### src/rtl/agc_stats_accum.sv
// Windowed sum-of-squares and saturation-count accumulator fed by the AGC DSP stage.
// Define AGC_STATS_OFFSET_EN to add the signed sample sum (sum_o) for DC-offset estimation.
module agc_stats_accum #(
    parameter int NBITS    = 5,
    parameter int CNT_BITS = 24,
    parameter int SQ_BITS  = 2*(NBITS-1)+CNT_BITS
) (
    input  logic                clk_i,
    input  logic                rst_i,
    input  logic [NBITS-1:0]    out_i,
    input  logic [NBITS-2:0]    abs_i,
    input  logic                gt_i,
    input  logic                lt_i,
    input  logic [CNT_BITS-1:0] period_i,
    input  logic                start_i,
    input  logic                ack_i,
    output logic                busy_o,
    output logic                valid_o,
    output logic [SQ_BITS-1:0]  sumsq_o,
    output logic [CNT_BITS-1:0] gtcnt_o,
    output logic [CNT_BITS-1:0] ltcnt_o
`ifdef AGC_STATS_OFFSET_EN
    ,
    output logic [SQ_BITS-1:0]  sum_o
`endif
);

    localparam int MAG_BITS = NBITS - 1;
    localparam int SQR_BITS = 2 * MAG_BITS;

    typedef enum logic [1:0] {
        ST_IDLE,
        ST_RUN,
        ST_HOLD
    } state_t;

    state_t                r_state;
    state_t                w_state_next;

    logic [CNT_BITS-1:0]   r_count;
    logic [SQ_BITS-1:0]    r_sumsq;
    logic [CNT_BITS-1:0]   r_gtcnt;
    logic [CNT_BITS-1:0]   r_ltcnt;
    logic [SQ_BITS-1:0]    r_sumsq_out;
    logic [CNT_BITS-1:0]   r_gtcnt_out;
    logic [CNT_BITS-1:0]   r_ltcnt_out;

    logic                  w_start_ok;
    logic                  w_last;
    logic [SQR_BITS-1:0]   w_abs_ext;
    logic [SQR_BITS-1:0]   w_sq;
    logic [SQ_BITS-1:0]    w_sumsq_next;
    logic [CNT_BITS-1:0]   w_gtcnt_next;
    logic [CNT_BITS-1:0]   w_ltcnt_next;

    assign w_start_ok = (r_state == ST_IDLE) && start_i && (period_i != '0);
    assign w_last     = (r_state == ST_RUN) && (r_count == CNT_BITS'(1));

    // Squarer feeds the adder directly: one sample per clock, no pipeline stage.
    assign w_abs_ext    = {{MAG_BITS{1'b0}}, abs_i};
    assign w_sq         = w_abs_ext * w_abs_ext;
    assign w_sumsq_next = r_sumsq + {{CNT_BITS{1'b0}}, w_sq};
    assign w_gtcnt_next = r_gtcnt + {{(CNT_BITS-1){1'b0}}, gt_i};
    assign w_ltcnt_next = r_ltcnt + {{(CNT_BITS-1){1'b0}}, lt_i};

    always_ff @(posedge clk_i or posedge rst_i) begin
        if (rst_i) begin
            r_state <= ST_IDLE;
        end else begin
            r_state <= w_state_next;
        end
    end

    always_comb begin
        w_state_next = r_state;
        case (r_state)
            ST_IDLE: if (w_start_ok) w_state_next = ST_RUN;
            ST_RUN:  if (w_last)     w_state_next = ST_HOLD;
            ST_HOLD: if (ack_i)      w_state_next = ST_IDLE;
            default:                 w_state_next = ST_IDLE;
        endcase
    end

    always_ff @(posedge clk_i or posedge rst_i) begin
        if (rst_i) begin
            r_count     <= '0;
            r_sumsq     <= '0;
            r_gtcnt     <= '0;
            r_ltcnt     <= '0;
            r_sumsq_out <= '0;
            r_gtcnt_out <= '0;
            r_ltcnt_out <= '0;
        end else if (w_start_ok) begin
            r_count <= period_i;
            r_sumsq <= '0;
            r_gtcnt <= '0;
            r_ltcnt <= '0;
        end else if (r_state == ST_RUN) begin
            r_count <= r_count - CNT_BITS'(1);
            r_sumsq <= w_sumsq_next;
            r_gtcnt <= w_gtcnt_next;
            r_ltcnt <= w_ltcnt_next;
            // Results include the final sample and are published on the same edge.
            if (w_last) begin
                r_sumsq_out <= w_sumsq_next;
                r_gtcnt_out <= w_gtcnt_next;
                r_ltcnt_out <= w_ltcnt_next;
            end
        end
    end

`ifdef AGC_STATS_OFFSET_EN
    logic [SQ_BITS-1:0] r_sum;
    logic [SQ_BITS-1:0] r_sum_out;
    logic [SQ_BITS-1:0] w_sum_next;

    assign w_sum_next = r_sum + {{(SQ_BITS-NBITS){out_i[NBITS-1]}}, out_i};

    always_ff @(posedge clk_i or posedge rst_i) begin
        if (rst_i) begin
            r_sum     <= '0;
            r_sum_out <= '0;
        end else if (w_start_ok) begin
            r_sum <= '0;
        end else if (r_state == ST_RUN) begin
            r_sum <= w_sum_next;
            if (w_last) begin
                r_sum_out <= w_sum_next;
            end
        end
    end

    assign sum_o = r_sum_out;
`else
    logic w_unused_out;
    assign w_unused_out = ^out_i;
`endif

    assign busy_o  = (r_state == ST_RUN);
    assign valid_o = (r_state == ST_HOLD);
    assign sumsq_o = r_sumsq_out;
    assign gtcnt_o = r_gtcnt_out;
    assign ltcnt_o = r_ltcnt_out;

endmodule

### config.mk
export PLATFORM = sky130hd
export DESIGN_NAME = agc_stats_accum
export DESIGN_NICKNAME = d
export VERILOG_FILES = /design/src/rtl/agc_stats_accum.sv
export SDC_FILE = /design/constraint.sdc
export NUM_CORES = 1
export LEC_CHECK = 0
export CAP_MARGIN = 20
export CORE_MARGIN = 5
export CORE_UTILIZATION = 45
export CTS_BUF_LIST = sky130_fd_sc_hd__clkbuf_4 sky130_fd_sc_hd__clkbuf_8 sky130_fd_sc_hd__clkbuf_16
export DETAILED_ROUTE_END_ITERATION = 7
export PLACE_DENSITY_LB_ADDON = 0.15
export SYNTH_ARGS = -nofsm -noshare
export SYNTH_HDL_FRONTEND = slang
export SYNTH_SLANG_ARGS = --single-unit
export TNS_END_PERCENT = 1
### constraint.sdc
create_clock -name clk_i -period 16.8 [get_ports clk_i]
set_clock_uncertainty 0.05 [all_clocks]
set_input_delay 3.36 -clock clk_i [delete_from_list [all_inputs] [get_ports clk_i]]
set_output_delay 3.36 -clock clk_i [all_outputs]
set_load 0.01 [all_outputs]
# Word-level counts from Yosys, hierarchy flattened
# Index checks and enable logic that the tools add are counted.
totals:
  output_inout_bits: 82
  input_bits: 39
  word_cells: 40
  register_bits: 186
classes:
  bitwise: 1
  muxes: 12
  n_addsub: 4
  reduce_logical: 8
  multipliers: 1
  eq_ne: 6
ops:
  columns: ["op", "count"]
  rows:
  - ["24-bit two-way mux", 6]
  - ["32-bit two-way mux", 2]
  - ["24-bit by 1-bit adder with 24-bit output", 2]
  - ["32-bit by 8-bit adder with 32-bit output", 1]
  - ["24-bit by 1-bit == test with 1-bit output (second input constant)", 1]
  - ["24-bit nonzero test", 1]
  - ["24-bit by 1-bit subtractor with 24-bit output (second input constant)", 1]
  - ["4-bit by 4-bit multiplier with 8-bit output", 1]
  - ["2-bit two-way mux", 3]
  - ["2-bit case mux with 3 select lines", 1]
  - ["3-bit AND reduction", 2]
  - ["2-bit != test (second input constant)", 2]
  - ["1-bit logical AND", 3]
  - ["2-bit by 1-bit == test with 1-bit output (second input constant)", 1]
  - ["2-bit == test (second input constant)", 1]
  - ["2-bit zero test", 1]
  - ["2-bit by 1-bit != test with 1-bit output (second input constant)", 1]
  - ["2-bit nonzero test", 1]
  - ["1-bit NOT", 1]

# Depth between registers and ports, before layout
# Gate-level depths: netlist of run 1.
depth:
  ltp_word: 5
  ltp_mapped: 11
  ltp_nobuf: 9

# Worst setup path after synthesis of run 1
# OpenSTA, ideal clock, no wires.
synth_path:
  path_kind: "input to register"
  from: "input abs_i[1]"
  to: "register r_sumsq[16]"
  slack_ns: 10.863
  required_time_ns: 16.668
  arrival_time_ns: 5.805
  path_buffers: 2
  stages: 11
  cell_sequence: "nand2b_1 -> fa_1 -> inv_1 -> ha_1 -> o21ai_0 -> a22oi_1 -> a21oi_1 -> buf_2 -> clkbuf_1 -> o21ai_0 -> a31oi_1"
synth_via:
  elab_chain_len: 4
synth_lines:
  columns: ["element", "line", "text"]
  rows:
  - ["start: declaration", "11", "input logic [NBITS-2:0] abs_i,"]
  - ["4-bit by 4-bit multiplier with 8-bit output", "61", "assign w_sq = w_abs_ext * w_abs_ext;"]
  - ["32-bit by 8-bit adder with 32-bit output", "62", "assign w_sumsq_next = r_sumsq + {{CNT_BITS{1'b0}}, w_sq};"]
  - ["32-bit two-way mux", "98", "end else if (r_state == ST_RUN) begin"]
  - ["32-bit two-way mux", "93", "end else if (w_start_ok) begin"]
  - ["end signal: assignment", "100", "r_sumsq <= w_sumsq_next;"]
  - ["end: declaration", "41", "logic [SQ_BITS-1:0] r_sumsq;"]
# Every way passes these cells. The select of a mux whose other input is x is not followed.
# A chain may end at the register's enable or synchronous reset.

# Final worst setup path of run 1
layout_path:
  from: "input abs_i[1]"
  to: "register r_sumsq[26]"
# Same word-level chain as after synthesis.

==> results.yml, run 1 <==
setup_path:
  reg2reg_to: "r_sumsq[26]$_DFFE_PP0P_"
  reg2reg_slack_ns: 13.45
  cp_slowest_stage_delay_ns: 0.79
  crit_path_end: "r_sumsq[26]$_DFFE_PP0P_"
  reg2reg_depth: 9
  slowest_stage: "a21oi_2"
  startpoint: "abs_i[1]"
  cp-start-kind: "input port"
  critPathKind: "input port to register"
  r2r-start: "r_sumsq[4]$_DFFE_PP0P_"
  path_cells: "clkdlybuf4s50_1 -> nand2b_1 -> fa_1 -> inv_1 -> ha_1 -> o21ai_0 -> a22oi_1 -> a21oi_2 -> o32ai_1 -> a31o_2"
  cp_data_required_time_ns: 17.08
  cp-end-kind: "register"
  worstPathArrival_ns: 6.87
  crit_fanout: 22
power:
  power.share.clock_pct: 32.8
  leakage_nw: 4.89
  combPwrFrac_pct: 22.4
  swShare_pct: 32.0
  power.internal_uw: 848
  seq_power_share_pct: 44.8
  p_total_mw: 1.25
  p_switching_uw: 399
  ir_worst_vdd_mv: 0.0588
  p_per_area_nw_per_um2: 105
timing:
  hold_viol: 0
  slew_headroom_pct: 29.7
  fin_tns_setup_ns: 0
  worstMarginPinSlew_ns: 1.05
  drv_slew: 0
  fmax_ghz: 0.152
  setup_violations: 0
  fin_crit_sh_pct: 39.2
  finalWorstPathRequiredPeriod_ns: 6.59
  rsz0062_at_grt: "no"
routing:
  wl_per_cell_um: 16.6
  viasPerCell: 5.72
  drc: 0
  ant_nets: 0
  drt_pass1_iterations: 5
  dr_total_vias: 8428
  finalWirelength_um: 24400
  drt_iter0_markers: 621
floorplan:
  rows: 54
  die-area_sq_um: 25200
  coreArea_sq_um: 21800
  start_util_pct: 45.6
  die_h_um: 159
  ios: 121
  die_x_um: 159
clocking:
  cts.sinks: 186
  cts.repair.resized: 0
  cts_root_buf: "clkbuf_16"
  holdBufCountCts: 0
  clk_pin_slew_ns: 0.07
  clk_path_buf_depth: 2
  numCtsBuffers: 17
  cts_post_setup_buffers_inserted: 0
  htreeDepth: 4
  clk_latency_ns: 0.43
  cts_tree: "built"
synth:
  synthAdderAreaFrac_pct: 2.87
  synth_edf_count: 0
  yosysWarnings: 0
  syn_avg_cell_area_sq_um: 8.94
  synth_compound_area_share_pct: 19.1
  syn_area_sq_um: 9940
  yosys.area_share.simple_pct: 21.0
  synthMuxAreaShare_pct: 0.113
  ys_seq_elements: 186
  yosysUniqueCellTypes: 62
  ys.flop_type: "dfrtp_1"
  synth_top_family_by_area: "simple AND/OR/NAND/NOR gates"
  synthArstFlopShare_pct: 100
  synth_cells: 1112
  ys_seq_area_share_pct: 46.8
  synth-xor-area-share_pct: 5.64
  synth_nets: 1172
run_status:
  outcome: "complete, no violations"
placement:
  place_hpwl_um: 16000
  routabilityCongestion: 0.856
  io_buffers: 115
finish:
  area_growth_pct: 19.1
  layout.nets: 1243
  n_antenna_cell: 0
  drive_gt1_share_pct: 5.28
global_route:
  grt_pass1_wl_um: 41600
  grt_antenna_before_repair: 0
  grt_max_degree: 113
  grt_pass1_vias: 8045
  grt_overflow_total: 0
  track_usage_pct: 20.3
hold_path:
  min_path_type: "register to register"
job:
  max_cap_violations: 0
==> layer usage <==
layer  wire length (um)  global-route usage [%]  vias up
li1                   -                       -     4161
met1              11500                    29.4     4065
met2              11700                    32.7      181
met3                992                    2.80       21
met4                216                    4.47        0
met5                  0                       0        -
==> cells in the final DEF (no fill, tap or decap), types with 4 or more instances in the layout <==
cell and count:
o21ai_0 146, o31ai_1 14, a21o_1 4, clkbuf_16 17
or3_1 8, nor4_1 9, nand3_1 64, xnor2_1 37
o22ai_1 10, o311ai_0 10, clkdlybuf4s50_1 115, and3_1 8
and2_1 7, nand2_1 190, dfrtp_1 186, a221o_1 7
a41oi_1 7, ha_1 18, nor3_1 24, nor2_1 39
buf_4 10, a21oi_1 25, o211ai_1 19, or4_1 15
a31oi_1 40, xor2_1 27, inv_1 33, a32oi_1 5
nand4_1 24, and4_1 8
==> synth_stat cells, types with 14 or more instances <==
| library cell | number | area (sq um) |
|---|---|---|
| inv_1 | 35 | 131 |
| xor2_1 | 27 | 236 |
| dfrtp_1 | 186 | 4650 |
| nand3_1 | 64 | 320 |
| a21oi_1 | 26 | 130 |
| nor3_1 | 24 | 120 |
| nand2_1 | 190 | 713 |
| or4_1 | 15 | 113 |
| a31oi_1 | 40 | 250 |
| xnor2_1 | 37 | 324 |
| o211ai_1 | 19 | 143 |
| o21ai_0 | 146 | 731 |
| clkbuf_1 | 59 | 221 |
| o31ai_1 | 14 | 105 |
| nor2_1 | 40 | 150 |
| ha_1 | 18 | 225 |
| nand4_1 | 24 | 150 |
==> how the worst min path moves through the flow <==
stage	from	endpoint	cells past startpoint	slack [ns]
4_1_cts	gtcnt_o[1]$_DFFE_PP0P_	gtcnt_o[1]$_DFFE_PP0P_	2	0.42
3_3_place_gp	gtcnt_o[1]$_DFFE_PP0P_	gtcnt_o[1]$_DFFE_PP0P_	2	0.41
6_report	sumsq_o[0]$_DFFE_PP0P_	sumsq_o[0]$_DFFE_PP0P_	2	0.42
2_1_floorplan	r_gtcnt[23]$_DFFE_PP0P_	r_gtcnt[23]$_DFFE_PP0P_	1	0.42
5_1_grt	gtcnt_o[16]$_DFFE_PP0P_	gtcnt_o[16]$_DFFE_PP0P_	2	0.45
3_5_place_dp	gtcnt_o[1]$_DFFE_PP0P_	gtcnt_o[1]$_DFFE_PP0P_	2	0.41
==> per-stage QoR <==
| step | hold slack [ns] | cells | setup WS, ns | instance area, sq um | util (%) |
|---|---|---|---|---|---|
| 2_1_floorplan | 0.416 | 1112 | 8.33 | 9940 | - |
| 3_3_place_gp | 0.406 | 1443 | 9.78 | 11200 | 51.5 |
| 3_5_place_dp | 0.405 | 1443 | 9.75 | 11200 | 51.5 |
| 4_1_cts | 0.421 | 1473 | 10.21 | 11800 | 54.1 |
| 5_1_grt | 0.447 | 1474 | 9.89 | 11800 | 54.3 |
| 6_report | 0.418 | 1474 | 10.21 | 11800 | 54.3 |
==> power by group through the flow <==
stage          Sequential, mW  Combinational, mW  Clock (mW)
5_1_grt                 0.567              0.323       0.435
3_3_place_gp            0.563              0.275           0
6_report                0.559              0.280       0.409
2_1_floorplan           0.553              0.214           0
3_5_place_dp            0.565              0.281           0
4_1_cts                 0.558              0.282       0.418
==> final cells by class <==
cell class	instances	area [sq um]
Timing Repair Buffer	126	1250
Multi-Input combinational cell	817	4860
Sequential cell	186	4650
Clock buffer	21	474
Inverter	35	136
Clock inverter	9	114
Tap cell	280	350
Fill cell	2042	9980
==> worst max-delay path, delay by kind of cell <==
kind / cells / cell delay (ns)
AND/OR/NAND/NOR: 1 / 0.22
adder cells (fa/ha/maj): 2 / 0.83
AO/OA/AOI/OAI: 5 / 1.89
buffers and inverters: 2 / 0.56
==> registers in the layout, indices dropped and copies added (netlist names) <==
register  count
gtcnt_o      24
ltcnt_o      24
r_count      24
r_gtcnt      24
r_ltcnt      24
r_state       2
r_sumsq      32
sumsq_o      32
==> cell families (layout without fill, tap and decap cells) <==
family          Yosys count  after routing
xor+xnor                 64             64
mux                       1              1
buf+inv                 109            191
fa+ha+maj                21             21
flops                   186            186
simple gates            425            425
compound gates          306            306
No activity file was read; power rests on OpenSTA's default activity.
==> run 2, diff against run 1 <==
clock period = 6.5 ns   (was 16.8 ns; I/O delays follow)
==> results.yml, run 2 (synthesized netlist as in run 1, its figures left out) <==
routing:
  viasPerCell: 5.77
  drt_pass1_iterations: 5
  drt_iter0_markers: 623
  dr.max_layer_used: "met4"
  wl_met3_um: 993
  dr_total_vias: 8523
  ant_nets: 0
  drc: 0
  met2_length_um: 11900
  drt-met1-wl_um: 11700
  finalWirelength_um: 24800
  wl_per_cell_um: 16.8
clocking:
  htreeDepth: 4
  clk_pin_slew_ns: 0.07
  holdBufCountCts: 0
  cts.sinks: 186
  cts_tree: "built"
  cts_root_buf: "clkbuf_16"
  clk_latency_ns: 0.42
  numCtsBuffers: 17
  clk_path_buf_depth: 2
  cts_post_setup_buffers_inserted: 0
  cts.repair.resized: 0
finish:
  area_growth_pct: 19.8
  final_common_cell: "nand2_1"
  n_antenna_cell: 0
  multi_input_area_sq_um: 4860
  final_cell_mix: "190 x nand2_1, 186 x dfrtp_1, 146 x o21ai_0"
  layout.nets: 1246
  drive_gt1_share_pct: 5.43
  fillers: 2016
  finish.instance_area_sq_um: 11900
  seq_area_sq_um: 4650
floorplan:
  die_x_um: 159
  die_h_um: 159
  ios: 121
  start_util_pct: 45.6
  die-area_sq_um: 25200
  rows: 54
  coreArea_sq_um: 21800
placement:
  placed_area_sq_um: 11200
  place_hpwl_um: 16200
  routabilityCongestion: 0.840
  dp_worst_setup_slack_ns: 1.69
  io_buffers: 115
power:
  power.share.clock_pct: 34.4
  power.internal_mw: 2.27
  combPwrFrac_pct: 22.0
  ir_worst_vdd_mv: 0.189
  swShare_pct: 31.4
  leakage_nw: 4.93
  seq_power_share_pct: 43.6
  p_per_area_nw_per_um2: 278
  p_switching_mw: 1.04
setup_path:
  crit_fanout: 22
  cp-end-kind: "register"
  r2r-start: "r_sumsq[4]$_DFFE_PP0P_"
  crit_family: "compound AO/OA/AOI/OAI gates"
  worstPathArrival_ns: 4.64
  cp_slowest_stage_delay_ns: 0.53
  path_cells: "clkdlybuf4s50_1 -> nand2b_1 -> fa_1 -> inv_1 -> ha_1 -> o21ai_0 -> a22oi_1 -> a21oi_1 -> buf_4 -> or4_1 -> a31oi_1"
  critPathKind: "input port to register"
  startpoint: "abs_i[1]"
  path_buf_inv: 3
  slowest_stage: "fa_1"
  cp_data_required_time_ns: 6.80
  reg2reg_slack_ns: 3.33
  cp-start-kind: "input port"
timing:
  fmax_ghz: 0.230
  hold_viol: 0
  fin_crit_sh_pct: 66.8
  rsz0062_at_grt: "no"
  slew_headroom_pct: 32.0
  worstMarginPinSlew_ns: 1.02
  fin_tns_setup_ns: 0
  setup_slack_ns: 2.16
  finalWorstPathRequiredPeriod_ns: 4.34
  setup_violations: 0
  drv_slew: 0
hold_path:
  hold_start: "gtcnt_o[1]$_DFFE_PP0P_"
  min_path_type: "register to register"
global_route:
  track_usage_pct: 20.1
  grt_pass1_wl_um: 41100
  grt_pass1_vias: 8175
  grt_overflow_total: 0
  grt_antenna_before_repair: 0
  grt_max_degree: 114
job:
  max_cap_violations: 0
run_status:
  outcome: "complete, no violations"
[run 2: cell types whose count changed in the layout (fill, tap and decap cells not counted)]
cell / before / now
buf_4: 10 / 12
clkbuf_4: 1 / 2
clkinvlp_4: 3 / 2
inv_6: 3 / 2
a21oi_1: 25 / 26
clkinv_2: 1 / 0
clkinv_4: 1 / 2
a21oi_2: 1 / 0
bufinv_16: 2 / 4
[run 2: final timing paths]
check / endpoint / cells past startpoint
max reg2reg: sumsq_o[28]$_DFFE_PP0P_ / 10
min: gtcnt_o[1]$_DFFE_PP0P_ / 2
min reg2reg: gtcnt_o[1]$_DFFE_PP0P_ / 2
max: sumsq_o[28]$_DFFE_PP0P_ / 11
min in group asynchronous: sumsq_o[18]$_DFFE_PP0P_ / 2
max in group asynchronous: gtcnt_o[12]$_DFFE_PP0P_ / 3
[run 2: routing by layer]
metal | GRT usage (%) | up-vias
met5 | 0 | -
met4 | 4.39 | 0
met3 | 2.99 | 16
met2 | 34.1 | 194
met1 | 27.4 | 4139
li1 | - | 4174
[run 2: cell type report]
class                   count  area share [%]
well taps                 280            2.94
clock buffers              21            3.98
inverters                  35            1.15
flip-flops and latches    186            39.1
repair buffers            129            10.7
multi-input cells         817            40.8
clock inverters             9            1.36
[run 2: power groups by stage]
stage	Combinational, mW	Clock [mW]	Sequential, mW
3_5_place_dp	0.733	0	1.46
6_report	0.730	1.14	1.44
2_1_floorplan	0.554	0	1.43
5_1_grt	0.824	1.20	1.46
3_3_place_gp	0.710	0	1.46
4_1_cts	0.734	1.16	1.44
[run 2: stage by stage]
stage / hold WS [ns] / power, mW / std cells / utilization (%)
after floorplan: 0.416 / 1.98 / 1112 / -
after global placement: 0.403 / 2.17 / 1445 / 51.5
after detailed placement: 0.404 / 2.19 / 1445 / 51.5
after CTS: 0.420 / 3.33 / 1475 / 54.4
after global routing: 0.452 / 3.49 / 1477 / 54.6
final: 0.417 / 3.31 / 1477 / 54.6
[run 2: tightest hold or removal path: stages (launching register included)]
cell and delay, ns:
dfrtp_1 0.34, nand2_1 0.05, nand2_1 0.05
